--- config.mk ---
export PLATFORM = sky130hd
export DESIGN_NAME = load_store_unit
export DESIGN_NICKNAME = d
export VERILOG_FILES = /design/src/rtl/lsu_pkg.sv /design/src/rtl/lsu_lane_align.sv /design/src/rtl/load_store_unit.sv
export SDC_FILE = /design/constraint.sdc
export NUM_CORES = 1
export LEC_CHECK = 0
export CAP_MARGIN = 20
export CORE_MARGIN = 1
export CORE_UTILIZATION = 45
export CTS_CLUSTER_DIAMETER = 60
export DETAILED_ROUTE_END_ITERATION = 12
export GPL_ROUTABILITY_DRIVEN = 1
export GPL_TIMING_DRIVEN = 0
export PLACE_DENSITY = 0.81
export SLEW_MARGIN = 15
export SYNTH_ARGS = -nofsm -noshare
export SYNTH_HDL_FRONTEND = slang
export SYNTH_SLANG_ARGS = --single-unit
--- constraint.sdc ---
create_clock -name clock -period 3.2 [get_ports clock]
set_input_delay 0.64 -clock clock [delete_from_list [all_inputs] [get_ports clock]]
set_output_delay 0.64 -clock clock [all_outputs]
set_load 0.02 [all_outputs]
--- src/rtl/lsu_pkg.sv ---
// Shared definitions for the load/store unit: RV32I width codes, FSM states,
// the latched request record and the accept-time error check.
package lsu_pkg;

  localparam logic [2:0] F3_B  = 3'b000;
  localparam logic [2:0] F3_H  = 3'b001;
  localparam logic [2:0] F3_W  = 3'b010;
  localparam logic [2:0] F3_BU = 3'b100;
  localparam logic [2:0] F3_HU = 3'b101;

  typedef enum logic [1:0] {
    LSU_IDLE  = 2'd0,
    LSU_READ  = 2'd1,
    LSU_WRITE = 2'd2,
    LSU_RESP  = 2'd3
  } lsu_state_e;

  // Only the byte lane survives past accept; the word address lives in mem_address.
  typedef struct packed {
    logic        write;
    logic [2:0]  funct3;
    logic [1:0]  lane;
    logic [31:0] wdata;
  } lsu_req_t;

  function automatic logic lsu_req_error(input logic        write,
                                         input logic [2:0]  funct3,
                                         input logic [31:0] addr,
                                         input logic [31:0] mem_words);
    logic illegal, misaligned, out_of_range;
    if (write) illegal = !(funct3 inside {F3_B, F3_H, F3_W});
    else       illegal = !(funct3 inside {F3_B, F3_H, F3_W, F3_BU, F3_HU});
    misaligned   = ((funct3[1:0] == 2'b01) && addr[0]) ||
                   ((funct3[1:0] == 2'b10) && (addr[1:0] != 2'b00));
    out_of_range = ({2'b00, addr[31:2]} >= mem_words);
    return illegal | misaligned | out_of_range;
  endfunction

endpackage

--- src/rtl/lsu_lane_align.sv ---
// Combinational lane steering: sub-word load extract/extend and sub-word
// store merge into the word read back from memory.
module lsu_lane_align
  import lsu_pkg::*;
(
  input  logic [2:0]  funct3,
  input  logic [1:0]  lane,
  input  logic [31:0] word,
  input  logic [31:0] wdata,
  output logic [31:0] load_data,
  output logic [31:0] store_data
);

  logic [3:0][7:0]  bytes, merged_b;
  logic [1:0][15:0] halves, merged_h;
  logic [7:0]       sel_b;
  logic [15:0]      sel_h;

  always_comb begin
    bytes  = word;
    halves = word;
    sel_b  = bytes[lane];
    sel_h  = halves[lane[1]];

    case (funct3)
      F3_B:    load_data = {{24{sel_b[7]}}, sel_b};
      F3_BU:   load_data = {24'b0, sel_b};
      F3_H:    load_data = {{16{sel_h[15]}}, sel_h};
      F3_HU:   load_data = {16'b0, sel_h};
      default: load_data = word;
    endcase

    merged_b           = word;
    merged_b[lane]     = wdata[7:0];
    merged_h           = word;
    merged_h[lane[1]]  = wdata[15:0];

    case (funct3[1:0])
      2'b00:   store_data = merged_b;
      2'b01:   store_data = merged_h;
      default: store_data = wdata;
    endcase
  end

endmodule

--- src/rtl/load_store_unit.sv ---
// Single-outstanding load/store initiator for a word-only data memory with
// async read and sync write; sub-word stores go through read-modify-write.
module load_store_unit
  import lsu_pkg::*;
#(
  parameter int MEM_WORDS = 64
) (
  input  logic        clock,
  input  logic        reset,
  input  logic        req_valid,
  output logic        req_ready,
  input  logic        req_write,
  input  logic [2:0]  req_funct3,
  input  logic [31:0] req_address,
  input  logic [31:0] req_wdata,
  output logic        resp_valid,
  output logic [31:0] resp_rdata,
  output logic        resp_error,
  output logic        mem_write_enable,
  output logic [31:0] mem_address,
  output logic [31:0] mem_write_data,
  input  logic [31:0] mem_read_data
);

  localparam logic [31:0] MEM_WORDS_L = 32'(MEM_WORDS);

  lsu_state_e  state_q, state_d;
  lsu_req_t    req_q, req_d;
  logic        req_ready_q, req_ready_d;
  logic        resp_valid_q, resp_valid_d;
  logic        resp_error_q, resp_error_d;
  logic [31:0] resp_rdata_q, resp_rdata_d;
  logic        mem_we_q, mem_we_d;
  logic [31:0] mem_addr_q, mem_addr_d;
  logic [31:0] mem_wdata_q, mem_wdata_d;
  logic [31:0] load_data, store_data;

  lsu_lane_align u_align (
    .funct3     (req_q.funct3),
    .lane       (req_q.lane),
    .word       (mem_read_data),
    .wdata      (req_q.wdata),
    .load_data  (load_data),
    .store_data (store_data)
  );

  // Every output is registered: next-cycle values are decided here per state.
  always_comb begin
    state_d      = state_q;
    req_d        = req_q;
    req_ready_d  = 1'b0;
    resp_valid_d = 1'b0;
    resp_error_d = 1'b0;
    resp_rdata_d = '0;
    mem_we_d     = 1'b0;
    mem_addr_d   = '0;
    mem_wdata_d  = '0;

    case (state_q)
      LSU_IDLE: begin
        req_ready_d = 1'b1;
        if (req_valid && req_ready_q) begin
          req_d       = '{write: req_write, funct3: req_funct3,
                          lane: req_address[1:0], wdata: req_wdata};
          req_ready_d = 1'b0;
          if (lsu_req_error(req_write, req_funct3, req_address, MEM_WORDS_L)) begin
            state_d      = LSU_RESP;
            resp_valid_d = 1'b1;
            resp_error_d = 1'b1;
          end else if (req_write && (req_funct3 == F3_W)) begin
            state_d     = LSU_WRITE;
            mem_we_d    = 1'b1;
            mem_addr_d  = {req_address[31:2], 2'b00};
            mem_wdata_d = req_wdata;
          end else begin
            state_d    = LSU_READ;
            mem_addr_d = {req_address[31:2], 2'b00};
          end
        end
      end
      LSU_READ: begin
        if (req_q.write) begin
          state_d     = LSU_WRITE;
          mem_we_d    = 1'b1;
          mem_addr_d  = mem_addr_q;
          mem_wdata_d = store_data;
        end else begin
          state_d      = LSU_RESP;
          resp_valid_d = 1'b1;
          resp_rdata_d = load_data;
        end
      end
      LSU_WRITE: begin
        state_d      = LSU_RESP;
        resp_valid_d = 1'b1;
      end
      default: begin
        state_d     = LSU_IDLE;
        req_ready_d = 1'b1;
      end
    endcase
  end

  always_ff @(posedge clock) begin
    if (reset) begin
      state_q      <= LSU_IDLE;
      req_q        <= '0;
      req_ready_q  <= 1'b1;
      resp_valid_q <= 1'b0;
      resp_error_q <= 1'b0;
      resp_rdata_q <= '0;
      mem_we_q     <= 1'b0;
      mem_addr_q   <= '0;
      mem_wdata_q  <= '0;
    end else begin
      state_q      <= state_d;
      req_q        <= req_d;
      req_ready_q  <= req_ready_d;
      resp_valid_q <= resp_valid_d;
      resp_error_q <= resp_error_d;
      resp_rdata_q <= resp_rdata_d;
      mem_we_q     <= mem_we_d;
      mem_addr_q   <= mem_addr_d;
      mem_wdata_q  <= mem_wdata_d;
    end
  end

  assign req_ready        = req_ready_q;
  assign resp_valid       = resp_valid_q;
  assign resp_error       = resp_error_q;
  assign resp_rdata       = resp_rdata_q;
  assign mem_write_enable = mem_we_q;
  assign mem_address      = mem_addr_q;
  assign mem_write_data   = mem_wdata_q;

endmodule

; After elaboration in Yosys (flattened, before gate mapping)
; Cells that the tools add are included.
[word_totals]
reg_bits = 140
latchBits = 0
ram_bits = 0
mem_bits_ro = 0
inputBits = 103
out_inout_bits = 100
wordCells = 95
mem_count = 0
[classes]
add_sub_neg = 0
mul = 0
div_mod_pow = 0
n_lt_le_gt_ge = 5
n_eq_ne = 14
shift = 0
mux = 40
n_bitwise = 4
reduce_logical = 20
[ops]
columns = operator, count
row1 = two-way mux 32 bit, 7
row2 = case mux 32 bit (2 select lines), 3
row3 = case mux 32 bit (4 select lines), 1
row4 = bitwise mux 32 bit, 2
row5 = two-way mux 16 bit, 3
row6 = >= comparator 30 x 7 -> 1 bit (second input constant), 1
row7 = binary-select mux 8 bit (select 2 bit), 1
row8 = demux 16 bit (select 1 bit), 1
row9 = demux 8 bit (select 2 bit), 1
row10 = two-way mux 8 bit, 2
row11 = == test 3 bit (second input constant), 4
row12 = two-way mux 1 bit, 12
row13 = == test 2 x 1 -> 1 bit (second input constant), 3
row14 = == test 3 x 1 -> 1 bit (second input constant), 2
row15 = logical AND 1 bit, 6
row16 = zero test 3 bit, 2
row17 = two-way mux 2 bit, 3
row18 = case mux 2 bit (3 select lines), 1
row19 = nonzero test 5 bit, 1
row20 = == test 2 bit (second input constant), 2
row21 = zero test 2 bit, 2
row22 = != test 2 bit (second input constant), 2
row23 = case mux 1 bit (2 select lines), 2
row24 = OR reduction 2 bit, 2
row25 = 14 further kinds, 17

; Logic depth before layout (Yosys ltp)
; Gate-level depths: netlist of the first run.
[logic_depth]
ltp_word = 11
depth_mapped = 7
mapped_depth_nobuf = 6

; Hierarchy
; A second synthesis of the first run with hierarchy kept.
[hier_totals]
hier_cells = 656
area_unflattened_um2 = 6063.3
[by_module_without_submodules]
columns = module, n_inst, cells_each, area_per_inst_um2, seq_area_each_um2
row1 = load_store_unit, 1, 421, 4489.3, 2762.6
row2 = lsu_lane_align, 1, 235, 1574.0, 0.0

; Worst setup path after synthesis of the first run
; OpenSTA, ideal clock, no wires.
[synth_path]
path_kind = input to register
start = input port req_address[29]
end = register mem_addr_q[2] (netlist: mem_address[2])
setup_time_ns = 0.061
t_arrival_ns = 2.203
required_ns = 3.139
setup_slack_ns = 0.935
stages = 4
n_path_buf = 0
path_cell_list = or4_4 or4_4 nor3_4 a32o_1
[synth_between]
elab_chain_cells = 5
[synth_lines]
columns = item, line
row1 = from (decl), load_store_unit.sv:14  ; input logic [31:0] req_address,
row2 = >= comparator 30 x 7 -> 1 bit, lsu_pkg.sv:35  ; out_of_range = ({2'b00, addr[31:2]} >= mem_words);
row3 = OR 1 bit, lsu_pkg.sv:36  ; return illegal | misaligned | out_of_range;
row4 = two-way mux 32 bit, load_store_unit.sv:66  ; if (lsu_req_error(req_write, req_funct3, req_address, MEM_WORDS_L)) begin
row5 = two-way mux 32 bit, load_store_unit.sv:62  ; if (req_valid && req_ready_q) begin
row6 = case mux 32 bit (2 select lines), load_store_unit.sv:59  ; case (state_q)
row7 = to (signal assigned), load_store_unit.sv:123  ; mem_addr_q <= mem_addr_d;
row8 = to (decl), load_store_unit.sv:34  ; logic [31:0] mem_addr_q, mem_addr_d;
; Every way passes these cells.
; A chain may end at the register's enable or synchronous reset.

; Final worst setup path of the first run
[layout_path]
start = input port mem_read_data[31]
end = register resp_rdata_q[29] (netlist: resp_rdata[29])
[layout_between]
elab_chain_cells = 3
elab_cells_between_ends = 5
classes_between = 5 x mux
[layout_lines]
columns = item, line
row1 = from (decl), load_store_unit.sv:22  ; input logic [31:0] mem_read_data
row2 = binary-select mux 8 bit (select 2 bit) or two-way mux 16 bit (tied branches), "lsu_lane_align.sv:22, lsu_lane_align.sv:23"
row3 = two-way mux 8 bit (not written as such) or two-way mux 16 bit (tied branches), "lsu_lane_align.sv:22, lsu_lane_align.sv:23"
row4 = case mux 32 bit (4 select lines) (*), lsu_lane_align.sv:25  ; case (funct3)
row5 = to (signal assigned), load_store_unit.sv:121  ; resp_rdata_q <= resp_rdata_d;
row6 = to (decl), load_store_unit.sv:32  ; logic [31:0] resp_rdata_q, resp_rdata_d;
; Mark *: on every way between the ends. The rest lies on a longest branch, timed or not. The select of a mux whose other input is x is not followed.

==> PnR_summary.wiki, run 1 <==
{| class="wikitable"
! Metric !! Value
|-
| Final cycle utilization of the critical path || between 80% and 90%
|-
| Area fraction of the dominant cell type after synthesis || approximately half
|-
| Total standard cell area after synthesis || roughly 5600 um2
|-
| Die footprint || between 10,000 and 15,000 um2
|-
| TritonCTS clock tree || built
|-
| CP endpoint kind || register
|-
| Top-Level Pins || just over 200
|-
| Worst path setup slack after routing || around 0.62 ns
|-
| Number of slew-limit violations in the final report || 0
|-
| Drc violations || 0
|-
| Grt met2 use || 51.7%
|-
| Resize count post-CTS || 0
|-
| Fill cell total of the finished layout || roughly 950
|-
| Power density over the cells || between 600 and 700 nW/um2
|-
| Post-route setup TNS || 0 ns
|-
| Tightest Pin Transition || about 0.9 ns
|-
| Die Ht || ~110 um
|-
| Maximum number of pins on one net before global-route repair || 17
|-
| Synthesis-to-layout area growth || 51.1%
|-
| Layout cell share with drive strength beyond 1 || under 10%
|-
| Cell with the most instances after synthesis || dfxtp_1
|-
| Worst path cell trace || clkdlybuf4s50_1 -> mux4_2 -> o21ai_1 -> clkbuf_1 -> a21oi_1
|-
| Crit path DAT || ~2.9 ns
|-
| Final weighted congestion in routability-driven placement || 0.956
|-
| Post-DRT Antenna Nets || 0
|-
| Core footprint || around 12,000 um2
|-
| Leftover overflow at the end of global routing || 0
|-
| Unrepaired setup endpoints after global routing || no
|-
| Gate count after technology mapping || 635
|-
| Via total after detailed routing || approximately 5,900
|-
| Final period demand of the worst path || 2.58 ns
|-
| Max-Cap Viols || 0
|-
| Cell type contributing the most total cell area after synthesis || dfxtp_1
|-
| Headroom to the max-slew limit || about two fifths
|-
| Peak ir drop on the vdd network || about 0.57 mV
|-
| Leakage Power || ~0.0030 uW
|-
| Count of inserted antenna diode cells || 0
|-
| Placement-stage cell area || 7790 um2
|-
| Number of port buffers || 200
|-
| Tot Pwr || around 5500 uW
|-
| Required time of the worst setup path || ~3.5 ns
|-
| Final setup violating endpoints || 0
|-
| Violation count after the first detailed-route iteration || 706
|-
| Worst setup slack before clock tree synthesis || between 0.2 and 0.25 ns
|-
| Leading post-synthesis cells by cell area || dfxtp_1, nand2_1, a21oi_1
|-
| Setup slack of the worst register-to-register path || 0.70 ns
|-
| Async SR Flop Fraction || 0%
|-
| Run status || completed
|-
| Post-synthesis cell type count || between 50 and 60
|-
| Wire length of the first global-routing pass || slightly above 30,000 um
|-
| Met1 usage in global routing || a little under two fifths
|-
| Net total in the final layout || 962
|-
| Most used routing layer || met2
|-
| Library cell used as clock root buffer || clkbuf_16
|-
| Number of iterations in the first detailed-routing pass || 5
|-
| Synth Register Bits || 138
|-
| TritonCTS sink count || ~140
|-
| Total setup buffers inserted after CTS || 0
|-
| Predominant post-synthesis flop cell || dfxtp_1
|-
| Standard-cell row count || 40
|-
| Synth top cells by count || dfxtp_1, nand2_1, a21oi_1
|-
| Clock-pin transition on the worst setup and hold timing paths || approximately 0.06 ns
|-
| Mean instance size in the synthesized netlist || 8.78 um2
|-
| Worst clock skew || between 0.01 and 0.015 ns
|-
| Number of vias per cell || about 5.7
|-
| Number of antenna violations at the first check in global routing || 0
|-
| Clock network latency to the later pin of the worst-skew pair || 0.43 ns
|-
| Number of levels in the clock H-tree || 4
|-
| Global-route track usage on met3 || between 8 and 9%
|-
| Initial cell density of the core || a little under half
|-
| Inserted Clock Buffers || 17
|-
| Sequential fraction of the synthesis area || about half
|-
| Vias in the first global route || around 6,000
|-
| Kind of start point of the critical path || primary input
|-
| Wire length reported by the detailed router || a little under 20,000 um
|-
| Final hold viol count || 0
|-
| # hold bufs at CTS || 0
|-
| Overall global routing resource usage || ~31%
|-
| HPWL after DPL || 14,600 um
|-
| Per-cell routed wire length || around 19 um
|-
| Horizontal die dimension || 113 um
|-
| Critical Path Slowest Stage Cell || mux4_2
|-
| Maximum frequency from static timing analysis || 388 MHz
|-
| Area of all placed cells without fillers || 8420 um2
|-
| Number of flops mapped to enable cells by yosys || 0
|-
| Kind of critical path || primary input to register
|-
| Count of synthesis-stage warnings from yosys || 0
|-
| Peak fanout along the critical path || 10
|-
| Longest individual stage delay on the worst path || ~0.57 ns
|-
| Hold Crit Class || register to register
|-
| Worst hold slack || 0.456 ns
|-
| Max Root-Sink Buffers || 2
|}
## cells by family (layout without fill, tap and decap cells)
kind of cell,after synthesis,count (layout),synth area share [%]
simple gates,232,232,20.5
compound gates,177,177,20.7
flops,138,138,49.6
buf+inv,64,296,4.47
mux,19,19,3.82
fa+ha+maj,4,4,0.898
other cells,1,2,0.0673
## stage by stage
| stage | utilization (%) | std cells |
|---|---|---|
| after floorplan | - | 636 |
| after global placement | 64.6 | 1004 |
| after detailed placement | 64.6 | 1004 |
| after CTS | 69.8 | 1036 |
| after global routing | 69.8 | 1036 |
| final | 69.8 | 1036 |
## flip-flops by register name, summed over array words and instances, names as in the netlist
register / flops
resp_valid: 1
state_q: 2
mem_write_data: 32
req_ready: 1
resp_error: 1
mem_address: 30
req_q: 38
resp_rdata: 32
mem_write_enable: 1
## worst max-delay path, delay by kind of cell
kind,cells,cell delay (ns)
AOI/OAI and AO/OA,2,0.69
buffers and inverters,2,0.95
muxes,1,0.57
## power by group
group          internal (uW)  switching [uW]
logic                    561             872
clock network           1330             765
registers               1890             110
total                   3780            1750
## per-layer routing
| metal | vias to the layer above | wire length [um] |
|---|---|---|
| li1 | 2739 | - |
| met1 | 2745 | 7550 |
| met2 | 375 | 9500 |
| met3 | 66 | 1830 |
| met4 | 0 | 689 |
| met5 | - | 0 |
## layout make-up
type | count | area, um2 | area share, %
multi-input combinational | 434 | 2560 | 30.5
timing repair buffer | 200 | 2000 | 23.8
buffer | 50 | 196 | 2.33
clock buffer | 19 | 443 | 5.26
tap | 168 | 210 | 2.50
sequential | 138 | 2760 | 32.8
inverter | 14 | 52.6 | 0.624
clock inverter | 13 | 191 | 2.27
## cell usage in the layout (no fill, tap or decap), types with 6 or more instances in the layout
cell / n
clkdlybuf4s50_1: 200
dfxtp_1: 138
nand2_1: 110
a21oi_1: 65
clkbuf_1: 46
o22ai_1: 32
and2_1: 28
nor2_1: 19
and3_1: 18
clkbuf_16: 17
o21ai_0: 16
inv_1: 13
nand3_1: 11
nand2b_1: 11
mux2i_1: 10
a211oi_1: 10
a221oi_1: 10
nor3_1: 10
o32ai_1: 9
nor4_1: 8
a2111oi_0: 8
mux2_2: 8
a32o_1: 6
## final timing paths
kind,start,end,depth (start not counted)
worst min-delay path,req_q[25]$_SDFFE_PP0P_,req_q[25]$_SDFFE_PP0P_,2
worst min register to register,req_q[25]$_SDFFE_PP0P_,req_q[25]$_SDFFE_PP0P_,2
worst max-delay path,mem_read_data[31],resp_rdata[29]$_SDFF_PP0_,5
worst max register to register,req_q[32]$_SDFFE_PP0P_,resp_rdata[29]$_SDFF_PP0_,5
Power figures use the tool's default switching activity.
==> inputs of run 2 (changes only) <==
--- a/config.mk
+++ b/config.mk
@@ -7,12 +7,12 @@
 export LEC_CHECK = 0
 export CAP_MARGIN = 20
 export CORE_MARGIN = 1
-export CORE_UTILIZATION = 45
+export CORE_UTILIZATION = 40
 export CTS_CLUSTER_DIAMETER = 60
 export DETAILED_ROUTE_END_ITERATION = 12
 export GPL_ROUTABILITY_DRIVEN = 1
 export GPL_TIMING_DRIVEN = 0
-export PLACE_DENSITY = 0.81
+export PLACE_DENSITY = 0.76
 export SLEW_MARGIN = 15
 export SYNTH_ARGS = -nofsm -noshare
 export SYNTH_HDL_FRONTEND = slang
==> constraint.sdc (replaced) <==
create_clock -name clock -period 2.2 [get_ports clock]
set_input_delay 0.44 -clock clock [delete_from_list [all_inputs] [get_ports clock]]
set_output_delay 0.44 -clock clock [all_outputs]
set_load 0.02 [all_outputs]
==> PnR_summary.wiki, run 2 (synthesis gave the netlist of run 1 again) <==
{| class="wikitable"
! Metric !! Value
|-
| CP endpoint kind || register (unchanged)
|-
| Per-cell routed wire length || 17.5 um (was 18.9 um)
|-
| TritonCTS clock tree || built (unchanged)
|-
| Peak fanout along the critical path || 9 (was 10)
|-
| Final cycle utilization of the critical path || a little over nine tenths
|-
| Final hold viol count || 0 (unchanged)
|-
| Start point of the critical path || req_address[29] (was mem_read_data[31])
|-
| Leakage Power || 0.00309 uW (was 0.00305 uW)
|-
| Top library cells by usage in the layout, fill and taps aside || clkdlybuf4s50_1, dfxtp_1, nand2_1 (unchanged)
|-
| Reg with most FFs || req_q (unchanged)
|-
| Die footprint || 14,400 um2 (was 12,800 um2)
|-
| Core footprint || 13,400 um2 (was 12,100 um2)
|-
| Register area || 2760 um2 (about the same)
|-
| Clock-pin transition on the worst setup and hold timing paths || 0.06 ns (about the same)
|-
| Worst setup slack before clock tree synthesis || -0.559 ns (was 0.229 ns)
|-
| Worst clock skew || 0.00462 ns (was 0.0108 ns)
|-
| Peak ir drop on the vdd network || 0.543 mV (was 0.569 mV)
|-
| Wire length reported by the detailed router || 18,300 um (was 19,600 um)
|-
| Number of slew-limit violations in the final report || 0 (unchanged)
|-
| Maximum frequency from static timing analysis || between 400 and 500 MHz
|-
| Maximum number of pins on one net before global-route repair || 17 (unchanged)
|-
| Final setup violating endpoints || 0 (unchanged)
|-
| Kind of start point of the critical path || primary input (unchanged)
|-
| Tightest Pin Transition || 0.735 ns (was 0.898 ns)
|-
| Required time of the worst setup path || 2.56 ns (was 3.48 ns)
|-
| Worst path setup slack after routing || 0.0683 ns (was 0.623 ns)
|-
| Reg-to-reg endpoint || mem_write_data[26]$_SDFF_PP0_ (was resp_rdata[29]$_SDFF_PP0_)
|-
| Flip-flop count of the largest register after layout || 38 (unchanged)
|-
| Crit path DAT || 2.49 ns (was 2.86 ns)
|-
| Number of antenna violations at the first check in global routing || 0 (unchanged)
|-
| Net total in the final layout || 961 (was 962)
|-
| Leftover overflow at the end of global routing || 0 (unchanged)
|-
| Initial cell density of the core || 41.6% (was 46.2%)
|-
| Overall global routing resource usage || 25.4% (was 31.0%)
|-
| Multi-input logic area || 2610 um2 (was 2560 um2)
|-
| Power density over the cells || 947 nW/um2 (was 656 nW/um2)
|-
| Setup slack of the worst register-to-register path || 0.08 ns (was 0.70 ns)
|-
| Vias in the first global route || 5,496 (was 5,846)
|-
| TritonCTS sink count || 138 (unchanged)
|-
| Critical hold path startpoint || req_q[28]$_SDFFE_PP0P_ (was req_q[25]$_SDFFE_PP0P_)
|-
| Inserted Clock Buffers || 17 (unchanged)
|-
| Worst hold slack || 0.450 ns (was 0.456 ns)
|-
| Length in cells of the worst reg-to-reg path || 5 (unchanged)
|-
| Library cell used as clock root buffer || clkbuf_16 (unchanged)
|-
| Max Root-Sink Buffers || 2 (unchanged)
|-
| Top-Level Pins || 203 (unchanged)
|-
| Number of vias per cell || 5.54 (was 5.72)
|-
| Layout cell share with drive strength beyond 1 || 7.38% (was 5.53%)
|-
| Number of port buffers || 200 (unchanged)
|-
| Number of iterations in the first detailed-routing pass || 6 (was 5)
|-
| HPWL after DPL || 13,600 um (was 14,600 um)
|-
| Post-DRT Antenna Nets || 0 (unchanged)
|-
| Number of levels in the clock H-tree || 4 (unchanged)
|-
| Synthesis-to-layout area growth || 52.9% (was 51.1%)
|-
| Commonest non-fill, non-tap cell in the layout || clkdlybuf4s50_1 (unchanged)
|-
| Headroom to the max-slew limit || 50.7% (was 39.7%)
|-
| Violation count after the first detailed-route iteration || 484 (was 706)
|-
| Final weighted congestion in routability-driven placement || 0.962 (was 0.956)
|-
| Launching point of the worst reg2reg path || req_q[33]$_SDFFE_PP0P_ (was req_q[32]$_SDFFE_PP0P_)
|-
| Via total after detailed routing || 5,781 (was 5,925)
|-
| Fill cell total of the finished layout || 1,135 (was 949)
|-
| Horizontal die dimension || 120 um (was 113 um)
|-
| # hold bufs at CTS || 0 (unchanged)
|-
| Die Ht || 120 um (was 113 um)
|-
| Drc violations || 0 (unchanged)
|-
| Wire length of the first global-routing pass || 28,000 um (was 30,200 um)
|-
| Run status || completed (unchanged)
|-
| Hold Crit Class || register to register (unchanged)
|-
| Clock network latency to the later pin of the worst-skew pair || 0.42 ns (was 0.43 ns)
|-
| Setup crit end || mem_address[6]$_SDFFE_PP0P_ (was resp_rdata[29]$_SDFF_PP0_)
|-
| Max-Cap Viols || 0 (unchanged)
|-
| Count of inserted antenna diode cells || 0 (unchanged)
|-
| Kind of critical path || primary input to register (unchanged)
|-
| Final period demand of the worst path || 2.13 ns
|-
| Standard-cell row count || 42 (was 40)
|}
==> run 2: cell types whose count changed in the layout (fill, tap and decap cells not counted), sizes merged <==
cell | before | now
bufinv | 4 | 5
clkinv | 5 | 4
inv | 16 | 15
buf | 5 | 7
clkinvlp | 2 | 3
clkbuf | 64 | 61
==> run 2: area by class of cell <==
type                       count  share of cell area [%]
buffer                        48                    2.38
timing repair buffer         201                    23.7
clock inverter                13                    2.54
multi-input combinational    434                    30.6
sequential                   138                    32.4
tap                          176                    2.58
clock buffer                  19                    5.08
inverter                      14                   0.617
==> run 2: repair_timing <==
| action | in CTS | in global routing |
|---|---|---|
| gates cloned | 0 | 0 |
| pin swaps | 0 | 2 |
| setup buffers | 0 | 1 |
| endpoints found under the setup margin | 38 | 59 |
| gates resized for setup | 5 | 25 |
==> run 2: where the power goes <==
group / internal [uW] / total [uW] / switching, uW / leakage (uW)
clock: 2020 / 3130 / 1110 / 0.000304
combinational: 826 / 2030 / 1210 / 0.00166
sequential: 2750 / 2910 / 166 / 0.00112
total: 5590 / 8070 / 2480 / 0.00309
==> run 2: stage by stage <==
stage	cell area (um2)	util [%]	TNS [ns]	cells	power, uW
global route	8520	63.6	-0.0667	1043	8400
CTS	8460	63.1	0	1043	8050
global placement	7800	58.2	-27.30	1012	4890
floorplan	5580	-	0	636	4100
detailed placement	7800	58.2	-28.11	1012	4910
finish	8520	63.6	0	1043	8070
==> run 2: metal layers <==
metal / GRT usage, % / vias to the layer above / wire length, um
met1: 31.1 / 2707 / 7520
li1: - / 2723 / -
met2: 41.3 / 302 / 8660
met3: 6.04 / 49 / 1510
met5: 0 / - / 0
met4: 12.8 / 0 / 588
==> run 2: how the worst min path moves through the flow <==
stage	slack (ns)	cells past startpoint	end
after floorplan	0.43	2	req_q[24]$_SDFFE_PP0P_
after global placement	0.44	2	req_q[29]$_SDFFE_PP0P_
after detailed placement	0.44	1	mem_address[12]$_SDFFE_PP0P_
after CTS	0.45	2	req_q[29]$_SDFFE_PP0P_
after global routing	0.47	2	req_q[29]$_SDFFE_PP0P_
final	0.45	2	req_q[28]$_SDFFE_PP0P_
==> run 2: worst max-delay path, stage by stage <==
cell and delay [ns]:
clkdlybuf4s50_1 0.39, or4_4 0.56, or4_4 0.57, nor3_4 0.23, buf_12 0.15, a32o_1 0.15
